<file path="src/rtl/dmem_arbiter_pkg.sv">
// Shared definitions for the data-memory arbiter: funct3 encodings, port
// ownership encoding and the layout of the one-stage response register.
package dmem_arbiter_pkg;

  localparam logic [2:0] F3_B  = 3'b000;
  localparam logic [2:0] F3_H  = 3'b001;
  localparam logic [2:0] F3_W  = 3'b010;
  localparam logic [2:0] F3_BU = 3'b100;
  localparam logic [2:0] F3_HU = 3'b101;

  localparam logic OWNER_C = 1'b0;
  localparam logic OWNER_D = 1'b1;

  localparam int FUNC3_BITS = 3;
  localparam int LANE_BITS  = 2;

  typedef struct packed {
    logic                  valid;
    logic                  owner;
    logic                  we;
    logic [FUNC3_BITS-1:0] func3;
    logic [LANE_BITS-1:0]  addr_lo;
    logic                  err;
  } resp_reg_t;

endpackage

</file>
<file path="src/rtl/dmem_arbiter_store_align.sv">
// Store lane steering: byte write enables, lane-replicated write data and
// the misalignment flag for a byte/half/word access of the given size.
module dmem_arbiter_store_align (
  input  logic [1:0]  size,
  input  logic [1:0]  addr_lo,
  input  logic [31:0] wdata,
  output logic [3:0]  we,
  output logic [31:0] wdata_rep,
  output logic        misaligned
);

  always_comb begin
    we         = 4'b0000;
    wdata_rep  = wdata;
    misaligned = 1'b0;
    case (size)
      2'b00: begin
        we        = 4'b0001 << addr_lo;
        wdata_rep = {4{wdata[7:0]}};
      end
      2'b01: begin
        we         = addr_lo[1] ? 4'b1100 : 4'b0011;
        wdata_rep  = {2{wdata[15:0]}};
        misaligned = addr_lo[0];
      end
      2'b10: begin
        we         = 4'b1111;
        misaligned = (addr_lo != 2'b00);
      end
      default: ;
    endcase
  end

endmodule

</file>
<file path="src/rtl/dmem_arbiter.sv">
// Two-port arbiter in front of a 1-cycle-latency data BRAM: core port C has
// priority, a starvation counter forces a grant to DMA port D.
module dmem_arbiter
  import dmem_arbiter_pkg::*;
#(
  parameter int unsigned ADDR_W       = 16,
  parameter int unsigned DWIDTH       = 32,
  parameter int unsigned STARVE_LIMIT = 8
) (
  input  logic              clk,
  input  logic              rst_n,
  input  logic              c_req_valid,
  output logic              c_req_ready,
  input  logic              c_req_we,
  input  logic [2:0]        c_req_func3,
  input  logic [ADDR_W-1:0] c_req_addr,
  input  logic [DWIDTH-1:0] c_req_wdata,
  output logic              c_resp_valid,
  output logic [DWIDTH-1:0] c_resp_rdata,
  output logic              c_resp_err,
  input  logic              d_req_valid,
  output logic              d_req_ready,
  input  logic              d_req_we,
  input  logic [2:0]        d_req_func3,
  input  logic [ADDR_W-1:0] d_req_addr,
  input  logic [DWIDTH-1:0] d_req_wdata,
  output logic              d_resp_valid,
  output logic [DWIDTH-1:0] d_resp_rdata,
  output logic              d_resp_err,
  output logic              mem_en,
  output logic [3:0]        mem_we,
  output logic [ADDR_W-3:0] mem_addr,
  output logic [DWIDTH-1:0] mem_wdata,
  input  logic [DWIDTH-1:0] mem_rdata
);

  localparam int CNT_W = (STARVE_LIMIT > 0) ? $clog2(STARVE_LIMIT + 1) : 1;
  localparam logic [CNT_W-1:0] LIM = CNT_W'(STARVE_LIMIT);

  logic              sel_d, c_xfer, d_xfer, xfer;
  logic              force_d;
  logic [CNT_W-1:0]  starve_cnt;
  logic              req_we;
  logic [2:0]        req_func3;
  logic [ADDR_W-1:0] req_addr;
  logic [DWIDTH-1:0] req_wdata;
  logic              f3_legal, req_err, sa_mis;
  logic [3:0]        sa_we;
  logic [DWIDTH-1:0] sa_wdata;
  resp_reg_t         rsp;
  logic [7:0]        lane_byte;
  logic [15:0]       lane_half;
  logic [DWIDTH-1:0] ext;

  // Handshake: a request transfers on the cycle valid & ready are both high;
  // only the grant winner sees ready, and the loser must hold its request.
  assign sel_d       = force_d ? d_req_valid : ~c_req_valid;
  assign c_req_ready = rst_n & c_req_valid & ~sel_d;
  assign d_req_ready = rst_n & d_req_valid & sel_d;
  assign c_xfer      = c_req_valid & c_req_ready;
  assign d_xfer      = d_req_valid & d_req_ready;
  assign xfer        = c_xfer | d_xfer;

  assign req_we    = sel_d ? d_req_we    : c_req_we;
  assign req_func3 = sel_d ? d_req_func3 : c_req_func3;
  assign req_addr  = sel_d ? d_req_addr  : c_req_addr;
  assign req_wdata = sel_d ? d_req_wdata : c_req_wdata;

  assign f3_legal = (req_func3 == F3_B) || (req_func3 == F3_H) || (req_func3 == F3_W) ||
                    (!req_we && ((req_func3 == F3_BU) || (req_func3 == F3_HU)));

  dmem_arbiter_store_align u_store_align (
    .size       (req_func3[1:0]),
    .addr_lo    (req_addr[1:0]),
    .wdata      (req_wdata),
    .we         (sa_we),
    .wdata_rep  (sa_wdata),
    .misaligned (sa_mis)
  );

  assign req_err   = ~f3_legal | sa_mis;
  assign mem_en    = xfer & ~req_err;
  assign mem_we    = (mem_en & req_we) ? sa_we : 4'b0000;
  assign mem_addr  = req_addr[ADDR_W-1:2];
  assign mem_wdata = sa_wdata;

  always_ff @(posedge clk or negedge rst_n) begin
    if (!rst_n) begin
      starve_cnt <= '0;
      force_d    <= 1'b0;
    end else begin
      if (d_xfer || !d_req_valid)
        starve_cnt <= '0;
      else if (starve_cnt != LIM)
        starve_cnt <= starve_cnt + 1'b1;
      // force_d takes effect the cycle after the counter saturates
      if (d_xfer)
        force_d <= 1'b0;
      else if ((STARVE_LIMIT != 0) && (starve_cnt == LIM))
        force_d <= 1'b1;
    end
  end

  always_ff @(posedge clk or negedge rst_n) begin
    if (!rst_n) begin
      rsp <= '0;
    end else begin
      rsp <= '{valid:   xfer,
               owner:   sel_d ? OWNER_D : OWNER_C,
               we:      req_we,
               func3:   req_func3,
               addr_lo: req_addr[1:0],
               err:     req_err};
    end
  end

  assign lane_byte = mem_rdata[8*rsp.addr_lo +: 8];
  assign lane_half = rsp.addr_lo[1] ? mem_rdata[31:16] : mem_rdata[15:0];

  always_comb begin
    ext = '0;
    case (rsp.func3)
      F3_B:    ext = {{24{lane_byte[7]}}, lane_byte};
      F3_BU:   ext = {24'h0, lane_byte};
      F3_H:    ext = {{16{lane_half[15]}}, lane_half};
      F3_HU:   ext = {16'h0, lane_half};
      F3_W:    ext = mem_rdata;
      default: ext = '0;
    endcase
    if (rsp.we || rsp.err) ext = '0;
  end

  assign c_resp_valid = rsp.valid & (rsp.owner == OWNER_C);
  assign d_resp_valid = rsp.valid & (rsp.owner == OWNER_D);
  assign c_resp_rdata = c_resp_valid ? ext : '0;
  assign d_resp_rdata = d_resp_valid ? ext : '0;
  assign c_resp_err   = c_resp_valid & rsp.err;
  assign d_resp_err   = d_resp_valid & rsp.err;

endmodule
</file>
<file path="config.mk">
export PLATFORM = sky130hd
export DESIGN_NAME = dmem_arbiter
export DESIGN_NICKNAME = d
export VERILOG_FILES = /design/src/rtl/dmem_arbiter_pkg.sv /design/src/rtl/dmem_arbiter_store_align.sv /design/src/rtl/dmem_arbiter.sv
export SDC_FILE = /design/constraint.sdc
export NUM_CORES = 1
export LEC_CHECK = 0
export BUFFER_PORTS_ARGS = -buffer_cell sky130_fd_sc_hd__clkbuf_2
export CAP_MARGIN = 20
export CORE_AREA = 2 2 101 103
export CTS_BUF_LIST = sky130_fd_sc_hd__clkbuf_8
export DETAILED_ROUTE_END_ITERATION = 7
export DIE_AREA = 0 0 103 105
export MAX_ROUTING_LAYER = met4
export PLACE_DENSITY = 0.64
export SLEW_MARGIN = 20
export SYNTH_ARGS = -nofsm -noshare
export SYNTH_HDL_FRONTEND = slang
export SYNTH_SLANG_ARGS = --single-unit
</file>
<file path="constraint.sdc">
create_clock -name clk -period 5 [get_ports clk]
set_input_delay 0.5 -clock clk [delete_from_list [all_inputs] [get_ports clk]]
set_output_delay 0.5 -clock clk [all_outputs]
set_load 0.03 [all_outputs]
</file>
==> impl_metrics.json <==
{
  "status": "finished, final reports clean",
  "rsz0062_at_grt": "false",
  "hold_buffers": 0,
  "ys.flop_type": "dfrtp_1",
  "final_core_util_pct": 42.2,
  "p_int_mw": 0.353,
  "grt_max_degree": 54,
  "first_pass_iters": 4,
  "finClkSkew_ns": 0.00115,
  "n_antenna_cell": 0,
  "grt_first_pass_wirelength_um": 17700,
  "setup_viol": 0,
  "p_sw_share_pct": 50.4,
  "clock_sinks": 14,
  "final_layout_size_suffix_gt1_share_pct": 44.9,
  "switchingPower_mw": 0.359,
  "fmax_ghz": 0.232,
  "nets": 786,
  "die_w_um": 103,
  "synth_cells": 414,
  "synth_top_cell_by_area": "mux2i_1",
  "crit_path_max_incr_delay_ns": 0.59,
  "dr.first_iter.drc_count": 203,
  "wl_per_cell_um": 15.4,
  "tritoncts": "done",
  "worstHoldPathType": "in2async",
  "ff_latch_area_um2": 350,
  "worstSetupStartpoint": "force_d",
  "fp.dieH_um": 105,
  "powerDensity_mw_per_mm2": 175,
  "critPathSlowestCell": "mux2i_4",
  "finalPower_mw": 0.712,
  "synth_area_leaders": "mux2i_1 14%, dfrtp_1 13%, nand2_1 12%, a21oi_1 8.1%, o22ai_1 6.7%",
  "cts_buffers": 3,
  "period_share_pct": 86.3,
  "min_period_ns": 4.31,
  "clockPowerShare_pct": 14.6,
  "die_area_mm2": 0.0108,
  "required_ns": 4.50,
  "fillers": 1047,
  "report.final.slew_viol_count": 0,
  "worst_slew_pin_slew_ns": 0.915,
  "grt_remaining_overflow": 0,
  "synth.net_count": 560,
  "critical_path_class": "reg2out",
  "synth_common_cells": "92 x nand2_1, 45 x a21oi_1, 39 x mux2i_1",
  "route.detailed.drc": 0,
  "vias": 3975,
  "synth_edf_count": 0,
  "worst_slack_ns": 0.686,
  "crit_chain": "or2b_2, nand2_8, mux2i_4, inv_2, ha_1, o21ai_0, a21oi_1, a311oi_1, nor2_1, nor3_1, clkbuf_2",
  "tns_ns": 0,
  "pwr-share-seq_pct": 19.8,
  "cp_num_buf_inv": 2,
  "hold_viol_final": 0,
  "rows": 36,
  "yosysMostFrequentCell": "nand2_1",
  "htreeDepth": 1,
  "ant_nets": 0,
  "power_frac_comb_pct": 65.6,
  "grtUsageTotal_pct": 20.7,
  "r2r_start": "force_d",
  "leakage_nw": 2.28,
  "clk_pin_slew_worst_paths_ns": 0.05,
  "hold_slack_ns": 0.176,
  "gp_congestion": 0.844,
  "grt_pass1_vias": 3701,
  "cts_resized": 0,
  "ys_types": 51,
  "vias_per_cell": 5.15,
  "synth_warnings": 0,
  "antenna_found_initial": 0,
  "root_buffer": "clkbuf_8",
  "synthArstFlopShare_pct": 100,
  "cts_setup_buffers": 0,
  "ir_drop_mv": 0.139,
  "syn2layout_area_growth_pct": 45.7,
  "cp.arrival_ns": 3.81,
  "syn-cell-area_mm2": 0.00279,
  "ctsLongestPathBuffers": 2,
  "clk_latency_ns": 0.24,
  "ys_seq_area_share_pct": 12.6,
  "max_slew_margin_pct": 39.0,
  "port_buffers": 260,
  "dp_slack_ns": 0.821,
  "path_delay_family": "simple AND/OR/NAND/NOR gates",
  "multiInputGateArea_mm2": 0.00211,
  "core_area_mm2": 0.00964,
  "ys_seq_elements": 14,
  "hpwl_um": 10100,
  "start_util_pct": 29.0,
  "critPathMaxFanout": 53,
  "maxCapViolCount": 0,
  "worstSetupEndpointType": "output port",
  "wl_um": 11900,
  "syn_area_per_cell_um2": 6.74,
  "synth_top_area_share_pct": 14.0,
  "ios": 261,
  "startpoint_type": "flip-flop"
}
[state kept, by name, indices dropped and copies added, names as in the netlist]
| name | count |
|---|---|
| rsp | 9 |
| starve_cnt | 4 |
| force_d | 1 |
[path summary, 6_finish.rpt]
check,end,slack [ns],depth (start not counted)
worst max-delay path,mem_we[2],0.69,11
worst min register to register,starve_cnt[3],0.57,2
min in group clk,rsp[5],0.53,3
worst max register to register,rsp[0],1.73,9
max in group asynchronous,rsp[5],4.54,1
worst min-delay path,starve_cnt[0],0.18,1
[final cells by class]
cell class / instances / area share, %
inverter: 21 / 1.94
timing repair buffer: 261 / 32.2
clock buffer: 4 / 1.35
multi-input combinational: 339 / 51.8
sequential: 14 / 8.61
tap: 133 / 4.09
[power groups by stage]
stage,Clock [mW],Combinational (mW),Sequential [mW]
5_1_grt,0.112,0.502,0.142
2_1_floorplan,0,0.335,0.131
3_3_place_gp,0,0.458,0.142
6_report,0.104,0.467,0.141
4_1_cts,0.108,0.465,0.140
3_5_place_dp,0,0.464,0.142
[layer usage]
metal	track usage [%]	part of all wire (%)	wire length [um]
met2	38.4	53	6300
met4	4.98	2.2	258
met5	-	0	0
met3	2.47	6.7	802
met1	23.1	38	4540
[per-stage QoR]
step | cells | area (um^2)
floorplan | 414 | 2790
global route | 772 | 4070
detailed placement | 768 | 4010
global placement | 768 | 4010
CTS | 772 | 4060
finish | 772 | 4070
[layout by cell type (no fill, tap or decap), types with 3 or more instances in the layout]
cell type / netlist / layout
nor3_1: 4 / 4
nand2b_1: 3 / 3
mux2i_1: 39 / 39
nand2_1: 92 / 92
o2bb2ai_1: 4 / 4
nand3_1: 4 / 4
clkbuf_8: 0 / 4
a31oi_1: 4 / 4
mux2_2: 8 / 8
ha_1: 6 / 6
o21ai_0: 13 / 13
a221oi_1: 4 / 4
o22ai_1: 30 / 30
dfrtp_1: 14 / 14
o221ai_1: 4 / 4
clkbuf_2: 0 / 260
a21oi_1: 45 / 45
nor2_1: 32 / 32
and3_1: 8 / 8
and2_1: 5 / 5
inv_1: 20 / 20
a21boi_2: 3 / 3
[cell families after synthesis]
group	count (synthesis)	share of synthesized area (%)
xor+xnor	2	0.628
compound gates	124	27.8
simple gates	158	25.3
flops	14	12.6
mux	49	18.8
fa+ha+maj	6	2.69
buf+inv	61	12.2
Power figures use the tool's default switching activity.
